[config.mk]
export PLATFORM = sky130hd
export DESIGN_NAME = mem_access_ctrl
export DESIGN_NICKNAME = d
export VERILOG_FILES = /design/src/rtl/mem_access_ctrl.sv
export SDC_FILE = /design/constraint.sdc
export NUM_CORES = 1
export LEC_CHECK = 0
export CAP_MARGIN = 40
export CORE_ASPECT_RATIO = 1.75
export CORE_MARGIN = 4
export CORE_UTILIZATION = 45
export DETAILED_ROUTE_END_ITERATION = 10
export GPL_TIMING_DRIVEN = 0
export PLACE_DENSITY = 0.91
export REMOVE_ABC_BUFFERS = 1
export SYNTH_ARGS = -nofsm -noshare
export SYNTH_HDL_FRONTEND = slang
export SYNTH_SLANG_ARGS = --single-unit
export TNS_END_PERCENT = 5
[constraint.sdc]
create_clock -name clk -period 2.72 [get_ports clk]
set_input_delay 0.544 -clock clk [delete_from_list [all_inputs] [get_ports clk]]
set_output_delay 0.544 -clock clk [all_outputs]
set_load 0.01 [all_outputs]
[src/rtl/mem_access_ctrl.sv]
// OTTER data-memory access sequencer: one request/ack bus transaction per
// access, with alignment checking, lane steering and load formatting.
module mem_access_ctrl #(
  parameter int unsigned TIMEOUT = 255
) (
  input  logic        clk,
  input  logic        rst_n,
  input  logic        start,
  input  logic        we,
  input  logic [31:0] addr,
  input  logic [31:0] wdata,
  input  logic [1:0]  size,
  input  logic        sign,
  output logic        busy,
  output logic        done,
  output logic [31:0] rdata,
  output logic        fault,
  output logic [1:0]  fault_cause,
  output logic        mem_req,
  output logic        mem_we,
  output logic [31:0] mem_addr,
  output logic [3:0]  mem_be,
  output logic [31:0] mem_wdata,
  input  logic        mem_ack,
  input  logic [31:0] mem_rdata
);

  typedef enum logic [1:0] {
    IDLE,
    ACCESS,
    DONE
  } state_t;

  localparam logic [15:0] LAST = 16'(TIMEOUT - 1);

  state_t      state;
  state_t      state_nx;
  logic [15:0] cnt;
  logic        we_q;
  logic        sign_q;
  logic [1:0]  size_q;
  logic [1:0]  off_q;
  logic        misalign;
  logic        expire;
  logic [3:0]  be_nx;
  logic [31:0] wd_nx;
  logic [15:0] lane;
  logic [31:0] ld_fmt;

  always_comb begin
    misalign = 1'b0;
    be_nx    = 4'b0000;
    wd_nx    = 32'd0;
    unique case (size)
      2'b00: begin
        be_nx = 4'b0001 << addr[1:0];
        wd_nx = {4{wdata[7:0]}};
      end
      2'b01: begin
        misalign = addr[0];
        be_nx    = 4'b0011 << addr[1:0];
        wd_nx    = {2{wdata[15:0]}};
      end
      2'b10: begin
        misalign = |addr[1:0];
        be_nx    = 4'b1111;
        wd_nx    = wdata;
      end
      default: misalign = 1'b1;
    endcase
    if (!we) wd_nx = 32'd0;
  end

  // Lane is picked using the captured offset, never the live address.
  always_comb begin
    lane   = 16'(mem_rdata >> {off_q, 3'b000});
    ld_fmt = mem_rdata;
    unique case (size_q)
      2'b00:   ld_fmt = {{24{~sign_q & lane[7]}}, lane[7:0]};
      2'b01:   ld_fmt = {{16{~sign_q & lane[15]}}, lane};
      default: ld_fmt = mem_rdata;
    endcase
  end

  assign expire = (cnt == LAST) && !mem_ack;

  always_comb begin
    state_nx = state;
    unique case (state)
      IDLE:    if (start) state_nx = misalign ? DONE : ACCESS;
      ACCESS:  if (mem_ack || expire) state_nx = DONE;
      DONE:    state_nx = IDLE;
      default: state_nx = IDLE;
    endcase
  end

  always_ff @(posedge clk) begin
    if (!rst_n) state <= IDLE;
    else        state <= state_nx;
  end

  always_ff @(posedge clk) begin
    if (!rst_n) begin
      cnt         <= 16'd0;
      we_q        <= 1'b0;
      sign_q      <= 1'b0;
      size_q      <= 2'b00;
      off_q       <= 2'b00;
      rdata       <= 32'd0;
      fault_cause <= 2'b00;
      mem_req     <= 1'b0;
      mem_we      <= 1'b0;
      mem_addr    <= 32'd0;
      mem_be      <= 4'b0000;
      mem_wdata   <= 32'd0;
    end else begin
      unique case (state)
        IDLE: begin
          if (start) begin
            we_q   <= we;
            sign_q <= sign;
            size_q <= size;
            off_q  <= addr[1:0];
            cnt    <= 16'd0;
            if (misalign) begin
              fault_cause <= 2'b01;
            end else begin
              mem_req   <= 1'b1;
              mem_we    <= we;
              mem_addr  <= {addr[31:2], 2'b00};
              mem_be    <= be_nx;
              mem_wdata <= wd_nx;
            end
          end
        end
        ACCESS: begin
          if (mem_ack || expire) begin
            mem_req     <= 1'b0;
            mem_we      <= 1'b0;
            mem_addr    <= 32'd0;
            mem_be      <= 4'b0000;
            mem_wdata   <= 32'd0;
            fault_cause <= mem_ack ? 2'b00 : 2'b10;
            if (mem_ack && !we_q) rdata <= ld_fmt;
          end else begin
            cnt <= cnt + 16'd1;
          end
        end
        default: ;
      endcase
    end
  end

  assign busy  = (state != IDLE);
  assign done  = (state == DONE);
  assign fault = done && (fault_cause != 2'b00);

endmodule

# --- Word-level counts from Yosys, hierarchy flattened ---
# Cells that the tools add are included.
totals:
  regBits: 128
  in_bits: 104
  elab_cells: 85
op_classes:
  add_sub_neg: 1
  eq_ne: 11
  n_shift: 3
  mux: 35
  n_bitwise: 3
  reduce_logical: 19
op_table:
  columns: ["cell", "count"]
  rows:
  - ["$mux 32", 6]
  - ["$pmux 32 s2", 3]
  - ["$pmux 32 s3", 1]
  - ["$mux 16", 2]
  - ["$pmux 16 s2", 1]
  - ["$shr 32x5->16", 1]
  - ["$add 16x1->16 const B", 1]
  - ["$eq 16x8->1 const B", 1]
  - ["$mux 2", 7]
  - ["$mux 4", 3]
  - ["$pmux 4 s3", 1]
  - ["$ne 2x2->1 const B", 5]
  - ["$pmux 2 s2", 2]
  - ["$pmux 4 s2", 1]
  - ["$reduce_and 4->1", 2]
  - ["$eq 2x1->1 const B", 3]
  - ["$logic_not 2->1", 3]
  - ["$reduce_and 3->1", 2]
  - ["$reduce_bool 2->1", 3]
  - ["$mux 1", 5]
  - ["$eq 2x2->1 const B", 2]
  - ["$pmux 1 s2", 2]
  - ["$reduce_and 2->1", 2]
  - ["$shl 1x2->4 const A", 1]
  - ["other kinds (8)", 12]

# --- Logic depth before layout (Yosys ltp) ---
# Gate-level depths: netlist of the first run.
depth:
  ltp_word: 6
  ltp_mapped: 8
  mapped_depth_nobuf: 6

# --- Worst setup path before layout of the first run ---
# Ideal clock, no wire load.
synth_timing:
  kind: "input to register"
  startpoint: "in size[0]"
  endpoint: "reg mem_we"
  setup_ps: 116
  t_arrival_ps: 1884
  setup_slack_ps: 720
  stages: 7
  cell_sequence: "clkbuf_1 -> a21oi_1 -> o211a_1 -> and2_1 -> buf_2 -> buf_4 -> a31o_2"
synth_via:
  elab_chain_cells: 4
synth_lines:
  columns: ["element", "line", "rtl"]
  rows:
  - ["start: declaration", "12", "input logic [1:0] size,"]
  - ["$eq 2x2->1, or another cell as far along", "54", "unique case (size)"]
  - ["$pmux 1 s3 *", "54", null]
  - ["$ne 2x2->1 (no source line) *", null, null]
  - ["$reduce_and 4->1 (no source line) *", null, null]
  - ["end signal: assignment", "129", "mem_we <= we;"]
  - ["end: declaration", "20", "output logic mem_we,"]
# Every way passes the cells marked *; elsewhere a longest branch is shown, timed or not.
# A chain may end at the register's enable or synchronous reset.

# --- Worst setup path after layout of the first run ---
layout_timing:
  startpoint: "in start"
  endpoint: "reg mem_wdata[23]"
layout_via:
  elab_chain_cells: 2
layout_lines:
  columns: ["element", "line", "rtl"]
  rows:
  - ["start: declaration", "8", "input logic start,"]
  - ["$ne 2x2->1 (no source line)", null, null]
  - ["$reduce_and 4->1 (no source line)", null, null]
  - ["end signal: assignment", "132", "mem_wdata <= wd_nx;"]
  - ["end: declaration", "23", "output logic [31:0] mem_wdata,"]
# Every way passes these cells.

==> impl_metrics.toml, run 1 <==
[logic_synthesis]
synthMuxAreaShare_pct = 6.09
syn_inst = 591
yosys_warnings = 0
synth_ff_type = "dfxtp_1"
avgSynthCellArea_um2 = 9.53
synth_fa_ha_area_share_pct = 0.444
yosysSeqAreaShare_pct = 44.8
synth_xor_area_share_pct = 0
synth_cell_types = 54
ys_async_sr_fraction_pct = 0
synth_compound_area_share_pct = 31.5
synth_edf_count = 0
synth_top_family_by_area = "compound AO/OA/AOI/OAI gates"
synth-simple-area-share_pct = 11.4
syn_area_mm2 = 0.00563
ys_seq_elements = 126

[cells_and_area]
final_area_mm2 = 0.00842
drive_gt1_share_pct = 6.93
mostFrequentLayoutCells = "clkdlybuf4s50_1 (206), dfxtp_1 (126), a21oi_1 (72)"
mostFrequentLayoutCell = "clkdlybuf4s50_1"
final_core_util_pct = 69.4
fin_nets = 873
stdcell_count = 945
areaGrowthSynthToFinish_pct = 49.4

[setup_path]
worstPathArrival_ns = 2.92
critPathKind = "in2reg"
critPathRequiredTime_ns = 3.07
cp-end-kind = "flip-flop"
setup.worst_path.start_class = "input port"
path_max_fanout = 22

[drt]
wirelength_mm = 18.6
vias_per_cell = 5.98
antenna_left = 0
drtIter0Drc = 460
wl_per_cell_um = 19.7
dr_total_vias = 5655
drc = 0
drt_pass1_iterations = 5

[clocking]
post-cts-setup-buffers = 0
cts-root-buf = "clkbuf_16"
cts_buffer_depth = 2
cts.repair.resized = 1
hold_buffers = 0
numCtsBuffers = 17
cts_tree = "done"
h-tree-depth = 4
insertion_delay_ns = 0.41
cts_sinks = 126
clk_pin_slew_ns = 0.07

[timing]
maxSlewViolCount = 0
period_minus_slack_ns = 2.58
worst_hold_slack_ns = 0.451
setup_viol = 0
final_hold_viol_count = 0
rsz0062_at_grt = "no"
timing.final.ws_setup_ns = 0.144
fin_crit_sh_pct = 94.7
worstMarginPinSlew_ns = 0.795
fmax_mhz = 388
clock_skew_ns = 0.0137
relSlewSlack_pct = 46.8

[placed_design]
dpl_cell_area_mm2 = 0.00780
gp_congestion = 0.918
place_ws_ns = -0.431
io_buffer_count = 208
place_inst = 913
dp_hpwl_mm = 13.4

[grt]
grt_overflow = 0
antenna_found_initial = 0
use_met3_pct = 8.06
grt_pass1_vias = 5808
grt_util_met2_pct = 44.4
grt_usage_pct = 25.2
grt_start_max_net_pins = 59
top_usage_layer = "met2"
grt_pass1_wl_mm = 29.3
grtUsageMet1_pct = 26.5

[floorplan]
die-area_mm2 = 0.0144
coreArea_mm2 = 0.0121
num_rows = 53
start_util_pct = 46.4
dieHeight_um = 156
die_w_um = 92.6
io_pins = 211

[power]
pwr-share-seq_pct = 39.0
net-switching-power_mw = 1.26
peakVddDrop_mv = 0.505
power_frac_comb_pct = 14.8
p_clk_share_pct = 46.1
internal-power_mw = 3.80
p_per_area_mw_per_mm2 = 602
switching_share_pct = 24.9
p_leak_nw = 3.06

[run_status]
status = "completed"

[job]
cap_violations = 0

[worst_hold_path]
min_path_type = "reg2reg"
per-stage QoR:
stage	power (mW)	setup TNS [ns]
3_3_place_gp	2.70	-278.86
6_report	5.07	0
3_5_place_dp	2.76	-25.66
2_1_floorplan	2.30	0
5_1_grt	5.25	0
4_1_cts	5.09	0
worst max-delay path, cell delays in order:
cell             delay, ns
clkdlybuf4s50_1       0.55
nor3b_2               0.57
o211a_1               0.36
and2_1                0.48
buf_8                 0.25
a32o_1                0.15
area by class of cell:
class                      instances  area, µm²
timing repair buffer             217       2240
tap                              165        206
clock inverter                    12        160
sequential                       126       2520
multi-input combinational        398       2800
clock buffer                      19        453
fill                             902       3720
antenna                            1       2.50
inverter                           7       26.3
power groups by stage:
stage / registers, mW / clock network [mW] / logic [mW]
global route: 1.98 / 2.46 / 0.800
detailed placement: 2.02 / 0 / 0.743
global placement: 2.02 / 0 / 0.683
finish: 1.98 / 2.34 / 0.751
floorplan: 2.04 / 0 / 0.261
CTS: 1.98 / 2.36 / 0.749
cell usage after synthesis (6+ instances only):
| library cell | count | area [µm²] |
|---|---|---|
| a21o_1 | 16 | 120 |
| a21oi_1 | 72 | 360 |
| a22o_1 | 8 | 70.1 |
| a22oi_1 | 7 | 52.6 |
| a2bb2oi_1 | 8 | 70.1 |
| a32o_1 | 62 | 621 |
| buf_2 | 9 | 45.0 |
| buf_4 | 6 | 45.0 |
| clkbuf_1 | 41 | 154 |
| dfxtp_1 | 126 | 2520 |
| inv_1 | 6 | 22.5 |
| mux2i_1 | 32 | 320 |
| nand2_1 | 35 | 131 |
| nand3_1 | 8 | 40.0 |
| nor2_1 | 21 | 78.8 |
| o21ai_0 | 33 | 165 |
| o221ai_1 | 7 | 61.3 |
| o2bb2ai_1 | 7 | 61.3 |
| o31ai_1 | 7 | 52.6 |
| or3_1 | 9 | 56.3 |
| or4_1 | 8 | 60.1 |
logic make-up after synthesis:
| family | Yosys count |
|---|---|
| AOI/OAI and AO/OA | 244 |
| and+or+nand+nor | 117 |
| adders and majority gates | 2 |
| muxes | 33 |
| other | 1 |
| DFF | 126 |
| buffers and inverters | 68 |
state kept, by name, indices dropped and copies added, names as in the netlist, 2 cells and up:
| signal | count |
|---|---|
| state | 2 |
| mem_wdata | 32 |
| rdata | 32 |
| size_q | 2 |
| off_q | 2 |
| mem_be | 4 |
| cnt | 16 |
| fault_cause | 2 |
| mem_addr | 30 |
worst paths after layout:
check	start	to	slack [ns]	cells after the start
worst min-delay path	rdata[0]$_SDFFE_PN0P_	rdata[0]$_SDFFE_PN0P_	0.45	2
worst min register to register	rdata[0]$_SDFFE_PN0P_	rdata[0]$_SDFFE_PN0P_	0.45	2
worst max register to register	cnt[1]$_SDFFE_PN0P_	mem_addr[9]$_SDFFE_PN0P_	0.34	6
worst max-delay path	start	mem_wdata[23]$_SDFFE_PN0P_	0.14	6
layer usage:
layer / part of all wire [%] / wire length (µm)
met5: 0 / 0
met4: 4.4 / 825
met3: 7.0 / 1300
met2: 54 / 9970
met1: 35 / 6520
Note: power is estimated with default switching activity, not from simulation.
==> inputs of run 2 (changes only) <==
--- a/config.mk
+++ b/config.mk
@@ -13,6 +13,7 @@
 export GPL_TIMING_DRIVEN = 0
 export PLACE_DENSITY = 0.91
 export REMOVE_ABC_BUFFERS = 1
+export SLEW_MARGIN = 20
 export SYNTH_ARGS = -nofsm -noshare
 export SYNTH_HDL_FRONTEND = slang
 export SYNTH_SLANG_ARGS = --single-unit
==> run 2 against run 1 <==
Final cell count unchanged; first-iteration DRC count decreased by 2.0%; clock power decreased by 4%; wire length increased by 2.0%; clock skew decreased by 0.0046 ns; fmax about the same; count of clock-buffer cells in the layout increased by 1; largest cell class unchanged; highest routed layer unchanged.
==> impl_metrics.toml, run 2 (synthesis gave the netlist of run 1 again) <==
[run_status]
status = "completed"

[drt]
drt_pass1_iterations = 5
drc = 0
wirelength_mm = 19.0
drtIter0Drc = 451
wl_per_cell_um = 20.1
vias_per_cell = 6.11
antenna_left = 0
dr_total_vias = 5776

[setup_path]
critPathRequiredTime_ns = 3.07
cp-end-kind = "flip-flop"
worstPathArrival_ns = 2.93
setup.worst_path.start_class = "input port"
critPathKind = "in2reg"
path_max_fanout = 22

[timing]
maxSlewViolCount = 0
fin_crit_sh_pct = 94.7
clock_skew_ns = 0.00910
period_minus_slack_ns = 2.58
setup_viol = 0
fmax_mhz = 388
fin_tns_setup_ns = 0
worstMarginPinSlew_ns = 0.833
worst_hold_slack_ns = 0.451
relSlewSlack_pct = 44.2
final_hold_viol_count = 0
rsz0062_at_grt = "no"

[clocking]
cts_buffer_depth = 2
clk_pin_slew_ns = 0.06
hold_buffers = 0
post-cts-setup-buffers = 0
h-tree-depth = 4
cts_tree = "done"
insertion_delay_ns = 0.41
numCtsBuffers = 17
cts_sinks = 126
cts-root-buf = "clkbuf_16"

[placed_design]
gp_congestion = 0.918
dpl_cell_area_mm2 = 0.00776
io_buffer_count = 208
place_inst = 912
dp_hpwl_mm = 13.4

[floorplan]
start_util_pct = 46.4
die-area_mm2 = 0.0144
coreArea_mm2 = 0.0121
io_pins = 211
num_rows = 53
dieHeight_um = 156
die_w_um = 92.6

[grt]
grt_start_max_net_pins = 59
antenna_found_initial = 0
grt_overflow = 0
grt_pass1_vias = 5828
grt_usage_pct = 25.9
grt_pass1_wl_mm = 29.9

[job]
cap_violations = 0

[power]
p_leak_nw = 3.03
p_per_area_mw_per_mm2 = 594
peakVddDrop_mv = 0.514

[cells_and_area]
areaGrowthSynthToFinish_pct = 48.4
stdcell_count = 945
final_core_util_pct = 68.9
mostFrequentLayoutCells = "clkdlybuf4s50_1 (206), dfxtp_1 (125), a21oi_1 (72)"
largestRegisters = "mem_wdata x32, rdata x32, mem_addr x30"
mostFrequentLayoutCell = "clkdlybuf4s50_1"
drive_gt1_share_pct = 7.32
final_area_mm2 = 0.00836
fin_nets = 872

[worst_hold_path]
min_path_type = "reg2reg"
run 2: through the flow:
stage | total power [mW] | setup slack, ns
after floorplan | 2.30 | 0.150
after global placement | 2.70 | -3.16
after detailed placement | 2.75 | -0.543
after CTS | 4.99 | 0.0935
after global routing | 5.15 | 0.0375
final | 4.97 | 0.144
run 2: final cells by class:
class                           count  area [µm²]
Tap cell                          165         206
Inverter                            7        26.3
Clock buffer                       20         457
Timing Repair Buffer              216        2200
Fill cell                         889        3770
Clock inverter                     12         136
Multi-Input combinational cell    398        2810
Antenna cell                        1        2.50
Sequential cell                   126        2520
run 2: final timing paths:
path	from	end	slack, ns	cells past startpoint
worst min register to register	rdata[6]$_SDFFE_PN0P_	rdata[6]$_SDFFE_PN0P_	0.45	2
worst min-delay path	rdata[6]$_SDFFE_PN0P_	rdata[6]$_SDFFE_PN0P_	0.45	2
worst max-delay path	size[0]	mem_wdata[19]$_SDFFE_PN0P_	0.14	7
worst max register to register	cnt[1]$_SDFFE_PN0P_	mem_addr[9]$_SDFFE_PN0P_	0.21	6
run 2: worst max-delay path, stage by stage:
cell and delay (ns):
clkdlybuf4s50_1 0.57, buf_8 0.24, nor3_1 0.35, o211a_2 0.45, and2_2 0.37, buf_8 0.22, a32o_1 0.15
run 2: power breakdown:
group	internal, mW	switching [mW]	total, mW
Combinational	0.390	0.352	0.743
Clock	1.40	0.839	2.24
Sequential	1.92	0.0664	1.98
run 2: routing by layer:
layer	part of all wire, %	track usage, %	vias to the layer above
li1	-	-	2645
met1	34	26.8	2763
met2	55	47.5	308
met3	7.4	7.43	60
met4	3.8	11.9	0
met5	0	0	-
run 2: timing repair:
item / 4_1_cts / 5_1_grt
pin swaps: 0 / 0
endpoints found under the setup margin: 64 / 52
cloned: 0 / 0
gates resized for setup: 3 / 3
==> inputs of run 3 (changes only) <==
--- a/config.mk
+++ b/config.mk
@@ -5,7 +5,7 @@
 export SDC_FILE = /design/constraint.sdc
 export NUM_CORES = 1
 export LEC_CHECK = 0
-export CAP_MARGIN = 40
+export CAP_MARGIN = 20
 export CORE_ASPECT_RATIO = 1.75
 export CORE_MARGIN = 4
 export CORE_UTILIZATION = 45
@@ -13,7 +13,6 @@
 export GPL_TIMING_DRIVEN = 0
 export PLACE_DENSITY = 0.91
 export REMOVE_ABC_BUFFERS = 1
-export SLEW_MARGIN = 20
 export SYNTH_ARGS = -nofsm -noshare
 export SYNTH_HDL_FRONTEND = slang
 export SYNTH_SLANG_ARGS = --single-unit
==> run 3 against run 2 <==
Clock power up 4%; fmax is 2.5% lower; wire length decreased by 1.6%; critical path type unchanged; register-to-register slack better by 0.09 ns; largest cell class unchanged; critical endpoint is now mem_addr[17]$_SDFFE_PN0P_; sequential power is essentially flat; die area stayed put; cell area is 0.39% lower; largest power group unchanged; flip-flop and latch count stayed put.
==> impl_metrics.toml, run 3 (synthesis gave the netlist of run 1 again) <==
[power]
peakVddDrop_mv = 0.500
power_mw = 5.06
p_per_area_mw_per_mm2 = 607
p_leak_nw = 3.03

[cells_and_area]
largestRegisters = "mem_wdata x32, rdata x32, mem_addr x30"
final_area_mm2 = 0.00833
multiInputGateArea_mm2 = 0.00282
mostFrequentLayoutCells = "clkdlybuf4s50_1 (205), dfxtp_1 (125), a21oi_1 (72)"
areaGrowthSynthToFinish_pct = 47.9
drive_gt1_share_pct = 6.60
mostFrequentLayoutCell = "clkdlybuf4s50_1"
fill_cells = 890
fin_nets = 867
seq_area_mm2 = 0.00252

[clocking]
h-tree-depth = 4
cts_sinks = 126
clk_pin_slew_ns = 0.07
cts-root-buf = "clkbuf_16"
numCtsBuffers = 17
hold_buffers = 0
cts_buffer_depth = 2
insertion_delay_ns = 0.41
cts_tree = "done"

[floorplan]
num_rows = 53
start_util_pct = 46.4
io_pins = 211
dieHeight_um = 156
die-area_mm2 = 0.0144
die_w_um = 92.6
coreArea_mm2 = 0.0121

[worst_hold_path]
min_path_type = "reg2reg"
whs_path_depth = 2
worstHoldEndpoint = "rdata[0]$_SDFFE_PN0P_"
min_from = "rdata[0]$_SDFFE_PN0P_"

[setup_path]
worstPathArrival_ns = 2.98
r2r-end = "mem_addr[17]$_SDFFE_PN0P_"
r2r_setup_slack_ns = 0.30
r2r_cells = 6
critPathRequiredTime_ns = 3.06
critPathKind = "in2reg"
cp-end-kind = "flip-flop"
path_max_fanout = 53
setup.worst_path.start_class = "input port"
worstReg2RegStart = "cnt[1]$_SDFFE_PN0P_"

[grt]
grt_pass1_wl_mm = 29.3
antenna_found_initial = 0
grt_usage_pct = 25.2
grt_util_met2_pct = 44.1
grt_start_max_net_pins = 102
grt_pass1_vias = 5821
grt_overflow = 0
top_usage_layer = "met2"
use_met3_pct = 6.76
grtUsageMet1_pct = 26.6

[timing]
fin_crit_sh_pct = 97.1
worst_hold_slack_ns = 0.451
period_minus_slack_ns = 2.64
rsz0062_at_grt = "no"
clock_skew_ns = 0.0138
worstMarginPinSlew_ns = 1.01
fmax_mhz = 379
setup_viol = 0
final_hold_viol_count = 0
maxSlewViolCount = 0
relSlewSlack_pct = 32.9

[drt]
dr_total_vias = 5762
drtIter0Drc = 438
vias_per_cell = 6.14
antenna_left = 0
wl_per_cell_um = 19.9
drc = 0
drt_pass1_iterations = 6
wirelength_mm = 18.7

[job]
cap_violations = 0

[placed_design]
dpl_cell_area_mm2 = 0.00770
gp_congestion = 0.918
io_buffer_count = 208
dp_hpwl_mm = 13.2

[run_status]
status = "completed"
[run 3: changes by cell type in the layout (fill, tap and decap cells not counted), sizes merged, moves of 2 or more]
cell         previous run  this run
clkbuf                 21        19
buf                     9         4
dlygate4sd2             0         2
clkinvlp                3         0
[run 3: area by class of cell]
type	count	share of cell area (%)
clock inverters	12	1.94
well taps	165	2.48
clock buffers	19	5.44
multi-input cells	398	33.8
repair buffers	211	25.7
diodes	1	0.0300
inverters	7	0.315
flip-flops and latches	126	30.3
[run 3: how the worst max path moves through the flow]
| stage | to | start | cells past startpoint |
|---|---|---|---|
| after floorplan | mem_wdata[0]$_SDFFE_PN0P_ | start | 4 |
| after global placement | cnt[6]$_SDFFE_PN0P_ | rst_n | 4 |
| after detailed placement | mem_wdata[15]$_SDFFE_PN0P_ | size[0] | 5 |
| after CTS | rdata[25]$_SDFFE_PN0P_ | off_q[0]$_SDFFE_PN0P_ | 4 |
| after global routing | mem_addr[6]$_SDFFE_PN0P_ | size[1] | 6 |
| final | mem_addr[17]$_SDFFE_PN0P_ | size[1] | 6 |
[run 3: timing repair]
action                                  CTS  global route
gates resized for setup                   7             1
endpoints found under the hold margin     0             0
setup buffers                             0             0
pin swaps                                 0             0
endpoints found under the setup margin   66            18
[run 3: power breakdown]
group	internal, mW	switching, mW
Clock	1.49	0.848
Sequential	1.92	0.0651
Combinational	0.382	0.350
Total	3.80	1.26
[run 3: routing by layer]
metal  wire length, µm  share of wire, %  vias up
li1                  -                 -     2635
met3              1280               6.8       71
met2              9950                53      294
met1              6440                34     2762
met5                 0                 0        -
met4               999               5.4        0
[run 3: metrics by stage]
| step | setup TNS, ns | utilization [%] | setup slack (ns) | instances |
|---|---|---|---|---|
| final | 0 | 68.6 | 0.0792 | 939 |
| after global routing | 0 | 68.6 | 0.0129 | 938 |
| after CTS | 0 | 68.6 | 0.0639 | 938 |
| after detailed placement | -70.39 | 63.4 | -1.60 | 907 |
| after global placement | -278.86 | 62.9 | -3.16 | 904 |
| after floorplan | 0 | - | 0.150 | 531 |
[run 3: worst max-delay path: stages]
cell and delay (ns):
dlygate4sd2_1 0.65, inv_1 0.45, a311oi_1 0.38, a211o_2 0.40
buf_12 0.29, a32o_1 0.22
